`config.mk`:
```
export PLATFORM = sky130hd
export DESIGN_NAME = fft32_out_reorder
export DESIGN_NICKNAME = d
export VERILOG_FILES = /design/src/rtl/fft_pkg.sv /design/src/rtl/fft_pingpong_ram.sv /design/src/rtl/fft32_out_reorder.sv
export SDC_FILE = /design/constraint.sdc
export NUM_CORES = 2
export LEC_CHECK = 0
export CORE_ASPECT_RATIO = 0.5
export CORE_MARGIN = 2
export CORE_UTILIZATION = 36
export CTS_CLUSTER_SIZE = 16
export DETAILED_ROUTE_END_ITERATION = 10
export GPL_ROUTABILITY_DRIVEN = 0
export MAX_ROUTING_LAYER = met4
export PLACE_DENSITY = 0.56
export SKIP_LAST_GASP = 1
export SYNTH_ARGS = -nofsm -noshare
export SYNTH_HDL_FRONTEND = slang
export SYNTH_SLANG_ARGS = --single-unit
```
`constraint.sdc`:
```
create_clock -name clk -period 3.1 [get_ports clk]
set_clock_uncertainty 0.2 [all_clocks]
set_input_delay 0.62 -clock clk [delete_from_list [all_inputs] [get_ports clk]]
set_output_delay 0.62 -clock clk [all_outputs]
set_load 0.005 [all_outputs]
```
`src/rtl/fft_pkg.sv`:
```
// Shared constants, read-FSM state type and bit-reversal helper for the
// 32-point FFT output reorder buffer.
package fft_pkg;

  localparam int unsigned LOG2N  = 5;
  localparam int unsigned N      = 1 << LOG2N;
  localparam int unsigned DATA_W = 18;

  typedef enum logic {
    IDLE = 1'b0,
    READ = 1'b1
  } rd_state_e;

  function automatic logic [4:0] bitrev5(input logic [4:0] a);
    return {a[0], a[1], a[2], a[3], a[4]};
  endfunction

endpackage

```
`src/rtl/fft_pingpong_ram.sv`:
```
// Two-bank register-array frame buffer: one synchronous write port and one
// combinational read port, each with its own bank select.
module fft_pingpong_ram #(
  parameter int unsigned W  = 36,
  parameter int unsigned AW = 5
) (
  input  logic          clk,
  input  logic          we_i,
  input  logic          wr_bank_i,
  input  logic [AW-1:0] wr_addr_i,
  input  logic [W-1:0]  wr_data_i,
  input  logic          rd_bank_i,
  input  logic [AW-1:0] rd_addr_i,
  output logic [W-1:0]  rd_data_o
);

  localparam int unsigned DEPTH = 1 << AW;

  logic [W-1:0] mem_q [2][DEPTH];

  // Contents are intentionally left uninitialised by reset.
  always_ff @(posedge clk) begin
    if (we_i) begin
      mem_q[wr_bank_i][wr_addr_i] <= wr_data_i;
    end
  end

  assign rd_data_o = mem_q[rd_bank_i][rd_addr_i];

endmodule

```
`src/rtl/fft32_out_reorder.sv`:
```
// Reorders bit-reversed FFT output frames into a gap-free natural-order stream
// through a ping-pong buffer, tagging each sample with its index and frame start.
module fft32_out_reorder #(
  parameter int unsigned DATA_W = 18,
  parameter int unsigned LOG2N  = 5
) (
  input  logic                     clk,
  input  logic                     rst,
  input  logic                     valid_i,
  input  logic signed [DATA_W-1:0] data_in_r,
  input  logic signed [DATA_W-1:0] data_in_i,
  output logic                     valid_o,
  output logic                     sop_o,
  output logic [LOG2N-1:0]         out_idx,
  output logic signed [DATA_W-1:0] data_out_r,
  output logic signed [DATA_W-1:0] data_out_i
);

  import fft_pkg::rd_state_e;
  import fft_pkg::IDLE;
  import fft_pkg::READ;
  import fft_pkg::bitrev5;

  localparam int unsigned      PW   = 2 * DATA_W;
  localparam logic [LOG2N-1:0] LAST = LOG2N'((1 << LOG2N) - 1);

  logic [LOG2N-1:0] wr_cnt_q, wr_cnt_d;
  logic             wr_bank_q, wr_bank_d;
  logic [1:0]       bank_full_q, bank_full_d;

  rd_state_e        state_q;
  logic             rd_bank_q;
  logic [LOG2N-1:0] rd_cnt_q;

  logic             wr_last_c;
  logic             rd_last_c;
  logic             other_full_c;
  logic             start_bank_c;
  logic             rd_bank_sel_c;
  logic [LOG2N-1:0] rd_addr_sel_c;
  logic [PW-1:0]    rd_data_c;
  logic [DATA_W-1:0] rd_re_c, rd_im_c;

  assign wr_last_c    = valid_i && (wr_cnt_q == LAST);
  assign rd_last_c    = (state_q == READ) && (rd_cnt_q == LAST);
  // A frame finishing into the other bank on this very edge must count, so
  // back-to-back frames hand off without a bubble.
  assign other_full_c = bank_full_q[~rd_bank_q] ||
                        (wr_last_c && (wr_bank_q != rd_bank_q));
  assign start_bank_c = ~bank_full_q[0];

  // IDLE fetches X[0] of the newly completed bank; READ walks rd_cnt.
  assign rd_bank_sel_c = (state_q == IDLE) ? start_bank_c : rd_bank_q;
  assign rd_addr_sel_c = (state_q == IDLE) ? '0 : rd_cnt_q;
  assign rd_re_c       = rd_data_c[PW-1:DATA_W];
  assign rd_im_c       = rd_data_c[DATA_W-1:0];

  fft_pingpong_ram #(
    .W  (PW),
    .AW (LOG2N)
  ) u_ram (
    .clk       (clk),
    .we_i      (valid_i),
    .wr_bank_i (wr_bank_q),
    .wr_addr_i (bitrev5(wr_cnt_q)),
    .wr_data_i ({data_in_r, data_in_i}),
    .rd_bank_i (rd_bank_sel_c),
    .rd_addr_i (rd_addr_sel_c),
    .rd_data_o (rd_data_c)
  );

  // Write counter, bank pointer and full flags (set by writer, cleared by reader).
  always_comb begin
    wr_cnt_d    = wr_cnt_q;
    wr_bank_d   = wr_bank_q;
    bank_full_d = bank_full_q;
    if (rd_last_c) begin
      bank_full_d[rd_bank_q] = 1'b0;
    end
    if (valid_i) begin
      wr_cnt_d = wr_cnt_q + LOG2N'(1);
      if (wr_last_c) begin
        bank_full_d[wr_bank_q] = 1'b1;
        wr_bank_d              = ~wr_bank_q;
      end
    end
  end

  always_ff @(posedge clk or posedge rst) begin
    if (rst) begin
      wr_cnt_q    <= '0;
      wr_bank_q   <= 1'b0;
      bank_full_q <= '0;
    end else begin
      wr_cnt_q    <= wr_cnt_d;
      wr_bank_q   <= wr_bank_d;
      bank_full_q <= bank_full_d;
    end
  end

  // Read FSM with registered stream outputs; data holds while valid_o is low.
  always_ff @(posedge clk or posedge rst) begin
    if (rst) begin
      state_q    <= IDLE;
      rd_bank_q  <= 1'b0;
      rd_cnt_q   <= '0;
      valid_o    <= 1'b0;
      sop_o      <= 1'b0;
      out_idx    <= '0;
      data_out_r <= '0;
      data_out_i <= '0;
    end else begin
      sop_o <= 1'b0;
      unique case (state_q)
        IDLE: begin
          valid_o <= 1'b0;
          if (|bank_full_q) begin
            state_q    <= READ;
            rd_bank_q  <= start_bank_c;
            rd_cnt_q   <= LOG2N'(1);
            valid_o    <= 1'b1;
            sop_o      <= 1'b1;
            out_idx    <= '0;
            data_out_r <= $signed(rd_re_c);
            data_out_i <= $signed(rd_im_c);
          end
        end
        READ: begin
          valid_o    <= 1'b1;
          sop_o      <= (rd_cnt_q == '0);
          out_idx    <= rd_cnt_q;
          data_out_r <= $signed(rd_re_c);
          data_out_i <= $signed(rd_im_c);
          rd_cnt_q   <= rd_cnt_q + LOG2N'(1);
          if (rd_last_c) begin
            if (other_full_c) begin
              rd_bank_q <= ~rd_bank_q;
            end else begin
              state_q <= IDLE;
            end
          end
        end
      endcase
    end
  end

endmodule

```
; After elaboration in Yosys (flattened, before gate mapping)
; Memory sizes are Yosys's and may differ from the RTL's.
; Cells that the tools add are included.
[word_totals]
regBits = 58
latchBits = 0
mem_bits_rw = 2304
mem_bits_ro = 0
in_bits = 39
output_inout_bits = 43
word_cells = 84
memories = 1
[classes]
add_sub_neg = 2
mul = 0
div = 0
magnitude_cmp = 8
eq_ne = 6
n_shift = 0
n_mux = 36
bitwise = 9
reduce_logical = 11
[mem_list]
columns = name, depth, word_bits, rd, rd_ports_with_merged_regs, write_ports, line
row1 = u_ram.mem_q, 2, 1152, 1, 0, 1, fft_pingpong_ram.sv:19  ; logic [W-1:0] mem_q [2][DEPTH];
[op_table]
columns = operator, count
row1 = 1152-bit 2-to-1 mux, 1
row2 = 36-bit binary-select mux with 5-bit select, 1
row3 = 36-bit demux with 5-bit select, 1
row4 = 36-bit 2-to-1 mux, 3
row5 = 18-bit one-hot mux with 2 select lines, 2
row6 = 18-bit 2-to-1 mux, 2
row7 = 5-bit one-hot mux with 2 select lines, 2
row8 = 5-bit 2-to-1 mux, 3
row9 = 6-bit greater-or-equal comparator (second input constant), 2
row10 = 1-bit 2-to-1 mux, 12
row11 = 5-bit inverter with 6-bit output, 2
row12 = 5-bit by 1-bit adder with 5-bit output (second input constant), 2
row13 = 5-bit equality test (second input constant), 2
row14 = 1-bit one-hot mux with 2 select lines, 4
row15 = 1-bit logical AND, 6
row16 = 1-bit by 2-bit < comparator with 1-bit output (second input constant), 3
row17 = 6-bit by 1-bit < comparator with 1-bit output (second input constant), 1
row18 = 2-bit 2-to-1 mux, 3
row19 = 2-bit by 1-bit inequality test with 1-bit output (second input constant), 3
row20 = 5-bit zero test, 1
row21 = 1-bit inverter, 4
row22 = 3-bit AND reduction, 1
row23 = 2-bit AND, 1
row24 = 1-bit demux with 1-bit select, 2
row25 = other kinds (7), 8

; Longest topological paths before layout
[depth]
ltp_word = 10
depth_mapped = 11
mapped_depth_nobuf = 8

; Modules after synthesis
; A second synthesis with hierarchy kept.
[hier_totals]
hier_cells = 4084
hier_area_um2 = 89985.1
[modules_own_cells]
columns = module, n_inst, cells_per_inst, area_each_um2, seq_area_each_um2
row1 = fft_pingpong_ram, 1, 3840, 87625.3, 69186.4
row2 = fft32_out_reorder, 1, 244, 2359.8, 1451.4

; Worst setup path after synthesis
; OpenSTA, ideal clock, no wires.
[synth_timing]
path_type = input port to flip-flop
startpoint = in valid_i
endpoint = mem u_ram.mem_q[0][288] (netlist bit) (enable)
setup_ns = 0.429
t_arrival_ns = 2.726
t_required_ns = 2.471
setup_slack_ns = -0.255
cell_stages = 3
path_buffers = 1
cell_sequence = clkbuf_1 > nand3_1 > nor2_1
[synth_between]
elab_chain_cells = 2
[synth_lines]
columns = item, line
row1 = "start, declared", fft32_out_reorder.sv:9  ; input logic valid_i,
row2 = 1-bit 2-to-1 mux, fft_pingpong_ram.sv:23  ; if (we_i) begin
row3 = 1152-bit 2-to-1 mux (implied by the code), fft_pingpong_ram.sv:24  ; mem_q[wr_bank_i][wr_addr_i] <= wr_data_i;
row4 = "end, declared", fft_pingpong_ram.sv:19
; Every way passes these cells.

; Final worst setup path
[layout_timing]
startpoint = reg rd_cnt_q[0]
endpoint = reg data_out_i[9]
[layout_between]
elab_chain_cells = 7
[layout_lines]
columns = item, line
row1 = "start, declared", fft32_out_reorder.sv:33  ; logic [LOG2N-1:0] rd_cnt_q;
row2 = "start signal, assigned", fft32_out_reorder.sv:134  ; rd_cnt_q <= rd_cnt_q + LOG2N'(1);
row3 = 5-bit 2-to-1 mux *, fft32_out_reorder.sv:54  ; assign rd_addr_sel_c = (state_q == IDLE) ? '0 : rd_cnt_q;
row4 = 5-bit inverter with 6-bit output (implied by the code) *, fft_pingpong_ram.sv:28  ; assign rd_data_o = mem_q[rd_bank_i][rd_addr_i];
row5 = 36-bit binary-select mux with 5-bit select *, fft_pingpong_ram.sv:28
row6 = 36-bit 2-to-1 mux (implied by the code) * (2 in a row), fft_pingpong_ram.sv:28
row7 = 18-bit 2-to-1 mux, fft32_out_reorder.sv:117  ; if (|bank_full_q) begin
row8 = 18-bit one-hot mux with 2 select lines *, fft32_out_reorder.sv:114  ; unique case (state_q)
row9 = "end signal, assigned", fft32_out_reorder.sv:125  ; data_out_i <= $signed(rd_im_c);
row10 = "end signal, assigned", fft32_out_reorder.sv:133  ; data_out_i <= $signed(rd_im_c);
row11 = "end, declared", fft32_out_reorder.sv:16  ; output logic signed [DATA_W-1:0] data_out_i
; Every way passes the cells marked *; elsewhere a longest branch is shown, timed or not. The select of a mux whose other input is x is not followed.
; A chain may end at the register's enable or synchronous reset.

==> results.yml <==
critical_path:
  critPathCaptureType: "flop"
  reg2reg_depth: 5
  r2r-end: "data_out_i[9]$_DFFE_PP0P_"
  startpoint_type: "flop"
  cp.arrival_ns: 3.63
  path_class: "reg2reg"
  endpoint: "data_out_i[9]$_DFFE_PP0P_"
  crit_top_cell: "a211oi_1"
  crit_path_cell_trace: "and2b_1 > a211oi_1 > a211oi_1 > nor4_2 > or4_1"
  required_ns: 3.62
  crit_start: "rd_cnt_q[0]$_DFFE_PP0P_"
  critPathMaxStageDelay_ns: 0.91
  worst-r2r-setup-slack_ns: -0.01
  worstPathMaxFanout: 11
  rr_startpoint: "rd_cnt_q[0]$_DFFE_PP0P_"
  slowest_stage: "and2b_1"
timing:
  finalHoldViolCount: 0
  finalHoldWorstSlack_ns: 0.0533
  layout_setup_ws_ns: -0.0102
  timing.final.crit_share_pct: 100
  max_slew_margin_pct: 25.0
  fmax_mhz: 322
  rsz0062_at_grt: "yes"
  slew_viol_final: 0
  finalSetupViolCount: 1
  worst_pin_slew_ns: 1.13
  fin_crit_ns: 3.11
yosys:
  synth-compound-area-share_pct: 5.83
  ys_seq_area_share_pct: 75.4
  async_reset_ff_share_pct: 2.46
  synth_common_cells: "edfxtp_1 (2304), mux2i_1 (548), mux4_2 (279), nand2_1 (163), a21oi_1 (148)"
  synth_top_family_by_area: "multiplexers"
  synth_fa_ha_area_share_pct: 0.133
  ys_ff_latch: 2362
  syn_nets: 4967
  synth_top_cell_area_share_pct: 73.8
  syn_avg_cell_area_um2: 19.1
  synth_edf_count: 2304
  synth_cell_types: 77
  yosysTopAreaCell: "edfxtp_1"
  synthCells: 4918
  synthMuxAreaShare_pct: 14.2
  yosys_most_used_dff: "edfxtp_1"
  yosysMostFrequentCell: "edfxtp_1"
  syn_area_um2: 93700
  ys_warn_count: 0
  synth_xor_area_share_pct: 0.0280
  synth.area.top_cells: "edfxtp_1 (74%), mux4_2 (6.7%), mux2i_1 (5.9%)"
  synth-simple-area-share_pct: 2.31
clock_tree:
  numCtsBuffers: 226
  htreeDepth: 4
  cts.sinks: 2362
  cts_tree: "built"
  clock_path_buffers: 4
  clock_latency_ns: 0.86
  clk_pin_slew_ns: 0.06
  cts-root-buf: "clkbuf_16"
finish:
  fin_util_pct: 42.7
  fill_cells: 22500
  syn2layout_area_growth_pct: 18.1
  nets: 5453
  final_cells: 9073
  drive_gt1_share_pct: 23.8
global_routing:
  grt_max_degree: 65
  grt_pass1_vias: 52400
  antenna_found_initial: 8
  grtUsageTotal_pct: 21.7
  overflow: 0
  grt_pass1_wl_um: 399000
die:
  die_w_um: 726
  start_util_pct: 36.2
  floorplan.die_area_um2: 265000
  fp.coreArea_um2: 259000
  rows: 132
  ios: 82
  dieHeight_um: 365
outcome:
  status: "finished, violations left"
  violations: "negative setup slack"
worst_hold_path:
  hold_class: "in2async"
power_and_ir_drop:
  finalPower_mw: 67.2
  peakVddDrop_mv: 0.431
  power.density_nw_per_um2: 607
  power.leakage_nw: 34.6
placement:
  place_hpwl_um: 172000
  dp.cells: 8652
  port_buffers: 81
routing:
  wirelength_um: 286000
  dr.pass1.iters: 6
  antenna_left: 0
  avgRoutedWirePerCell_um: 31.6
  drc: 0
  vias_per_cell: 5.80
  initialDrtViolationCount: 6517
  vias: 52700
flow_run:
  maxCapViolCount: 0
[cell usage in the layout (no fill, tap or decap), types with 65 or more instances in the layout]
master,count
o22ai_1,73
clkbuf_16,229
buf_12,186
buf_4,306
nand2_1,161
nor2_4,65
o21ai_0,124
mux2_2,112
a22oi_1,82
mux4_2,279
edfxtp_1,2304
a211oi_1,93
a221oi_1,127
mux2i_1,548
a21oi_1,148
[critical path: cells and delay by family (launching register included)]
family	cells	cell delay, ns
simple gates	3	1.51
flops	1	0.59
compound gates	2	0.67
[stage by stage]
step	cell area, um^2	setup WS, ns	setup TNS, ns
5_1_grt	111000	-0.0120	-0.0234
2_1_floorplan	93700	-0.255	-349.37
3_3_place_gp	103000	-0.332	-1.21
4_1_cts	111000	-0.224	-0.308
3_5_place_dp	103000	-0.369	-1.65
6_report	111000	-0.0102	-0.0102
[what timing repair did]
action	CTS	global route
buffers inserted	2	3
setup endpoints to repair	9	8
hold endpoints to repair	22	0
cloned	0	1
resized for setup	9	2
hold buffers	2	0
[routing by layer]
metal	vias up	global-route usage [%]	wire, um
met4	0	7.11	10300
met3	509	3.06	23100
met1	28200	29.4	120000
met5	-	-	0
li1	21300	-	-
met2	2650	34.0	133000
[cell type report]
type / instances / area (um^2) / area share [%]
Clock inverter: 109 / 1060 / 0.957
Multi-Input combinational cell: 2227 / 21700 / 19.6
Antenna cell: 2 / 5.00 / 0.00452
Tap cell: 3484 / 4360 / 3.94
Timing Repair Buffer: 575 / 6670 / 6.03
Sequential cell: 2362 / 70700 / 63.8
Inverter: 12 / 55.1 / 0.0497
Clock buffer: 302 / 6170 / 5.58
[logic make-up after synthesis]
group | count (synthesis)
muxes | 951
AOI/OAI and AO/OA | 794
xor gates and xnor gates | 3
and+or+nand+nor | 468
adders and majority gates | 10
DFF | 2362
buffers and inverters | 330
[registers in the layout, summed over array words and instances, names as in the netlist]
signal       count
bank_full_q      2
data_out_i      18
data_out_r      18
out_idx          5
rd_bank_q        1
rd_cnt_q         5
sop_o            1
state_q          1
u_ram.mem_q   2304
valid_o          1
wr_bank_q        1
wr_cnt_q         5
[worst min-delay path by stage]
stage / from / to
finish: rst / out_idx[3]$_DFFE_PP0P_
global placement: out_idx[1]$_DFFE_PP0P_ / out_idx[1]$_DFFE_PP0P_
CTS: data_in_i[4] / u_ram.mem_q[1][112]$_DFFE_PP_
floorplan: out_idx[3]$_DFFE_PP0P_ / out_idx[3]$_DFFE_PP0P_
global route: rst / data_out_i[14]$_DFFE_PP0P_
detailed placement: out_idx[4]$_DFFE_PP0P_ / out_idx[4]$_DFFE_PP0P_
[power by group]
group | total [mW] | internal (mW) | switching, mW
sequential | 36.5 | 36.2 | 0.323
combinational | 3.22 | 0.887 | 2.33
clock | 27.5 | 15.7 | 11.8
total | 67.2 | 52.7 | 14.5
(Power assumes the default switching activity.)
